$ cat config.mk
export PLATFORM = sky130hd
export DESIGN_NAME = counter_updown_reg
export DESIGN_NICKNAME = d
export VERILOG_FILES = /design/src/rtl/counter_updown_reg.sv
export SDC_FILE = /design/constraint.sdc
export NUM_CORES = 1
export LEC_CHECK = 0
export BUFFER_PORTS_ARGS = -buffer_cell sky130_fd_sc_hd__clkbuf_2
export CAP_MARGIN = 20
export CORE_MARGIN = 4
export CORE_UTILIZATION = 50
export DETAILED_ROUTE_END_ITERATION = 7
export HOLD_SLACK_MARGIN = 0.05
export PLACE_DENSITY_LB_ADDON = 0.08
export RECOVER_POWER = 50
export SYNTH_ARGS = -nofsm -noshare
export SYNTH_HDL_FRONTEND = slang
export SYNTH_HIERARCHICAL = 1
export SYNTH_SLANG_ARGS = --single-unit
$ cat constraint.sdc
create_clock -name CLK -period 2.35 [get_ports CLK]
set_input_delay 0.1175 -clock CLK [delete_from_list [all_inputs] [get_ports CLK]]
set_output_delay 0.1175 -clock CLK [all_outputs]
set_load 0.01 [all_outputs]
$ cat src/rtl/counter_updown_reg.sv
// Registered up/down counter primitive with load, enable, wrap/saturate policy
// and registered status flags, built around the IncDecC incrementer-decrementer.

// Incrementer-decrementer: Z = A + CI (DEC=0) or A - CI (DEC=1).
// CO is the carry out of the top bit on increment, or the borrow on decrement.
// Decrement reuses the increment carry chain on the complemented operand:
// bit i toggles exactly when every lower bit of A (or ~A) is one.
module IncDecC #(
    parameter int width = 8,
    parameter int speed = 2
) (
    input  logic [width-1:0] A,
    input  logic             CI,
    input  logic             DEC,
    output logic [width-1:0] Z,
    output logic             CO
);
    localparam int L = (width > 1) ? $clog2(width) : 1;

    logic [width-1:0] p;   // per-bit propagate
    logic [width-1:0] g;   // g[i] = AND of p[0..i]
    logic [width-1:0] c;   // carry into bit i

    assign p = DEC ? ~A : A;

    generate
        if (speed == 0) begin : g_serial
            // Ripple prefix-AND: one gate per bit, linear depth.
            always_comb begin
                logic [width-1:0] lvl;
                lvl    = p;
                for (int i = 1; i < width; i++) begin
                    lvl[i] = lvl[i-1] & p[i];
                end
                g = lvl;
            end
        end else if (speed == 1) begin : g_brent_kung
            // Brent-Kung: up-sweep builds power-of-two blocks, down-sweep fills the gaps.
            always_comb begin
                logic [width-1:0] lvl;
                logic [width-1:0] prev;
                lvl  = p;
                prev = p;
                for (int l = 0; l < L; l++) begin
                    prev = lvl;
                    for (int i = 0; i < width; i++) begin
                        if (((i + 1) % (2 << l)) == 0) begin
                            lvl[i] = prev[i] & prev[i - (1 << l)];
                        end
                    end
                end
                for (int l = L - 2; l >= 0; l--) begin
                    prev = lvl;
                    for (int i = 0; i < width; i++) begin
                        if ((((i + 1) % (2 << l)) == (1 << l)) && (i >= (2 << l))) begin
                            lvl[i] = prev[i] & prev[i - (1 << l)];
                        end
                    end
                end
                g = lvl;
            end
        end else begin : g_sklansky
            // Sklansky: at level l every bit with index bit l set absorbs the
            // complete prefix of the block just below it (log depth, high fanout).
            always_comb begin
                logic [width-1:0] lvl;
                logic [width-1:0] prev;
                lvl  = p;
                prev = p;
                for (int l = 0; l < L; l++) begin
                    prev = lvl;
                    for (int i = 0; i < width; i++) begin
                        if (((i >> l) & 1) == 1) begin
                            lvl[i] = prev[i] & prev[((i >> l) << l) - 1];
                        end
                    end
                end
                g = lvl;
            end
        end
    endgenerate

    assign c[0] = CI;

    genvar gi;
    generate
        for (gi = 1; gi < width; gi++) begin : g_carry
            assign c[gi] = CI & g[gi-1];
        end
    endgenerate

    assign Z  = A ^ c;
    assign CO = CI & g[width-1];
endmodule

// Counter stage: owns the count register and feeds it back through IncDecC.
module counter_updown_reg #(
    parameter int               width  = 8,
    parameter int               speed  = 2,
    parameter bit               SAT    = 1'b0,
    parameter logic [width-1:0] RSTVAL = '0
) (
    input  logic             CLK,
    input  logic             RST,
    input  logic             LD,
    input  logic [width-1:0] D,
    input  logic             EN,
    input  logic             DEC,
    output logic [width-1:0] Q,
    output logic             OVF,
    output logic             ZERO,
    output logic             FULL
);
    logic [width-1:0] q_reg;
    logic [width-1:0] q_next;
    logic [width-1:0] nxt;
    logic             cb;
    logic             ovf_reg;
    logic             ovf_next;
    logic             zero_reg;
    logic             full_reg;

    IncDecC #(
        .width (width),
        .speed (speed)
    ) u_incdec (
        .A   (q_reg),
        .CI  (1'b1),
        .DEC (DEC),
        .Z   (nxt),
        .CO  (cb)
    );

    // Next count: load beats count beats hold; saturation blocks the step but still flags it.
    always_comb begin
        q_next   = q_reg;
        ovf_next = 1'b0;
        if (LD) begin
            q_next = D;
        end else if (EN) begin
            ovf_next = cb;
            if (!(SAT && cb)) begin
                q_next = nxt;
            end
        end
    end

    // State register; flags derive from the value being written so they track Q exactly.
    always_ff @(posedge CLK) begin
        if (RST) begin
            q_reg    <= RSTVAL;
            ovf_reg  <= 1'b0;
            zero_reg <= (RSTVAL == '0);
            full_reg <= (RSTVAL == '1);
        end else begin
            q_reg    <= q_next;
            ovf_reg  <= ovf_next;
            zero_reg <= (q_next == '0);
            full_reg <= (q_next == '1);
        end
    end

    assign Q    = q_reg;
    assign OVF  = ovf_reg;
    assign ZERO = zero_reg;
    assign FULL = full_reg;
endmodule

==> results.toml <==
[power_and_ir_drop]
combPwrFrac_pct = 33.3
leakage_uw = 0.0004167
p_seq_share_pct = 41.5
power_switching_share_pct = 31.22
p_int_uw = 353.2
power.share.clock_pct = 25.3
ir_worst_vdd_mv = 0.2918
p_total_uw = 513.5
p_per_area_mw_per_mm2 = 517.6
power.net_switching_uw = 160.3

[sta]
worst_pin_slew_ns = 0.5136
skew_ns = 0.01129
max_clock_freq_mhz = 455.0
setup_tns_ns = 0
fin_crit_ns = 2.198
post-route-period-util_pct = 93.52
finalHoldViolCount = 0
grt_setup_unrepaired = "no"
setup_violations = 0
relSlewSlack_pct = 65.76
slew_violations = 0
holdWs_ns = 0.1335

[clock_network]
cts_root_buffer = "clkbuf_4"
clockBufferDepth = 2
path_clk_slew_ns = 0.08
cts_setup_buffers = 0
cts_hold_buf = 0
clk_latency_ns = 0.27
cts.sinks = 11
cts_tree = "built"
cts_made_buffers = 3
h-tree-depth = 1
cts_resized = 0

[global_routing]
antenna_found_initial = 0
overflow = 0
grt_pass1_vias = 636
grt_max_degree = 11
grt_pass1_wl_um = 2946
track_usage_pct = 15.85

[placed_design]
gp_routability_congestion = 0.7298
io_buffers = 23
placed_area_um2 = 978.4
hpwl_um = 1308

[synth]
synth.most_common_cell = "dfxtp_1"
syn_area_per_cell_um2 = 10.59
netlist_instances = 80
ys_warn_count = 6
async_flop_share_pct = 0
synth.yosys.seq_area_share_pct = 26.00
synth-main-ff-cell = "dfxtp_1"
synth.area.top_cells = "dfxtp_1 26%, mux2i_4 13%, mux2_4 12%"
synth_enable_flop_cells = 0
synth_area_um2 = 847.1
synth_top_cells_by_count = "11 x dfxtp_1, 10 x nor2_1, 9 x nand2_1, 7 x mux2_4, 6 x xnor2_1"
synth.distinct_cells = 28
synth_top_area_share_pct = 26.00
synth_top_cell_by_area = "dfxtp_1"
ys_ff_latch = 11

[routing]
totalWireLength_um = 1705
num_vias = 651
ant_nets = 0
drc = 0
drt_iter0_drc = 14
post_drt_via_cell_ratio = 5.167
dr.pass1.iters = 4
wire_per_inst_um = 13.53

[setup_path]
critPathRequiredTime_ns = 2.52
worst_setup_path_end_kind = "register"
max_stage_delay_ns = 0.70
path_cells = "or4b_2, nand2_1, nand2_1, xnor2_1, mux2_4, mux2i_2, nor3_1, and3_1"
critPathKind = "reg2reg"
cpLargestDelayFamily = "simple AND/OR/NAND/NOR gates"
cp_max_fo = 7
cp_num_buf_inv = 0
cpMaxStageDelayCell = "or4b_2"
critPathArrivalTime_ns = 2.37
startpoint_type = "register"
cp_common_cell = "nand2_1"

[layout]
fin_nets = 124
area_delta_synth_final_pct = 17.13
finalInstanceArea_um2 = 992.2
diodes = 0
drive_gt1_share_pct = 32.73

[floorplan]
fp.dieW_um = 49.16
initial_utilization_pct = 54.33
die_h_um = 49.16
coreArea_mm2 = 0.001559
fp-row-count = 14
io_pins = 24
dieArea_mm2 = 0.002417

[outcome]
status = "completed"

[run]
cap_violations = 0

[hold_path]
hp-class = "in2reg"
through the flow:
step / util, % / std cells / setup WS, ns
final: 63.64 / 126 / 0.1523
after global placement: 62.76 / 122 / 0.1645
after CTS: 64.45 / 126 / 0.1457
after global routing: 63.64 / 126 / 0.06916
after detailed placement: 62.76 / 122 / 0.1447
after floorplan: - / 85 / 0.2625
cell families after synthesis:
group | Yosys count | share of synthesized area (%)
XOR/XNOR | 10 | 10.34
buffers and inverters | 4 | 4.431
flip-flops | 11 | 26.00
multiplexers | 17 | 32.64
AO/OA/AOI/OAI | 4 | 4.874
other | 1 | 0.4427
AND/OR/NAND/NOR | 33 | 21.27
registers in the layout (all words and copies together), names as in the netlist:
register  flops
Q             8
FULL          1
OVF           1
ZERO          1
area by class of cell:
class                           instances  area [um^2]
Sequential cell                        11        220.2
Multi-Input combinational cell         70        608.1
Fill cell                             150        566.8
Clock buffer                            4        26.28
Timing Repair Buffer                   25        117.6
Tap cell                               16        20.02
worst reg2reg max path: cells and delay by family, from the launching register on:
kind             cells  cell delay, ns
AND/OR/NAND/NOR      5            1.13
multiplexers         2            0.47
XOR/XNOR             1            0.14
flip-flops           1            0.38
routing by layer:
| metal | global-route usage (%) | share of wire (%) |
|---|---|---|
| met4 | 4.265 | 0 |
| met2 | 24.11 | 45 |
| met3 | 5.810 | 6.6 |
| met5 | 0 | 0 |
| met1 | 20.86 | 49 |
power groups by stage:
| stage | Combinational [uW] | Sequential, uW | Clock [uW] |
|---|---|---|---|
| global placement | 171 | 217 | 0 |
| detailed placement | 173 | 217 | 0 |
| finish | 171 | 213 | 130 |
| global route | 186 | 215 | 142 |
| CTS | 174 | 213 | 136 |
| floorplan | 126 | 224 | 0 |
final timing paths:
kind	start	to	slack (ns)	cells after the start
setup reg to reg	Q[5]	FULL	0.15	8
hold / removal	D[0]	Q[0]	0.13	3
setup / recovery	Q[5]	FULL	0.15	8
hold reg to reg	Q[3]	Q[3]	0.75	3
cell usage in the layout, fill, tap and decap left out, types with 4 or more instances in the layout:
cell	Yosys	final
clkbuf_1	1	11
clkbuf_2	0	13
conb_1	1	6
dfxtp_1	11	11
mux2_4	7	7
mux2i_4	5	5
nand2_1	9	9
nor2_1	10	10
xnor2_1	6	6
xor2_1	4	4
(Power assumes the default switching activity.)
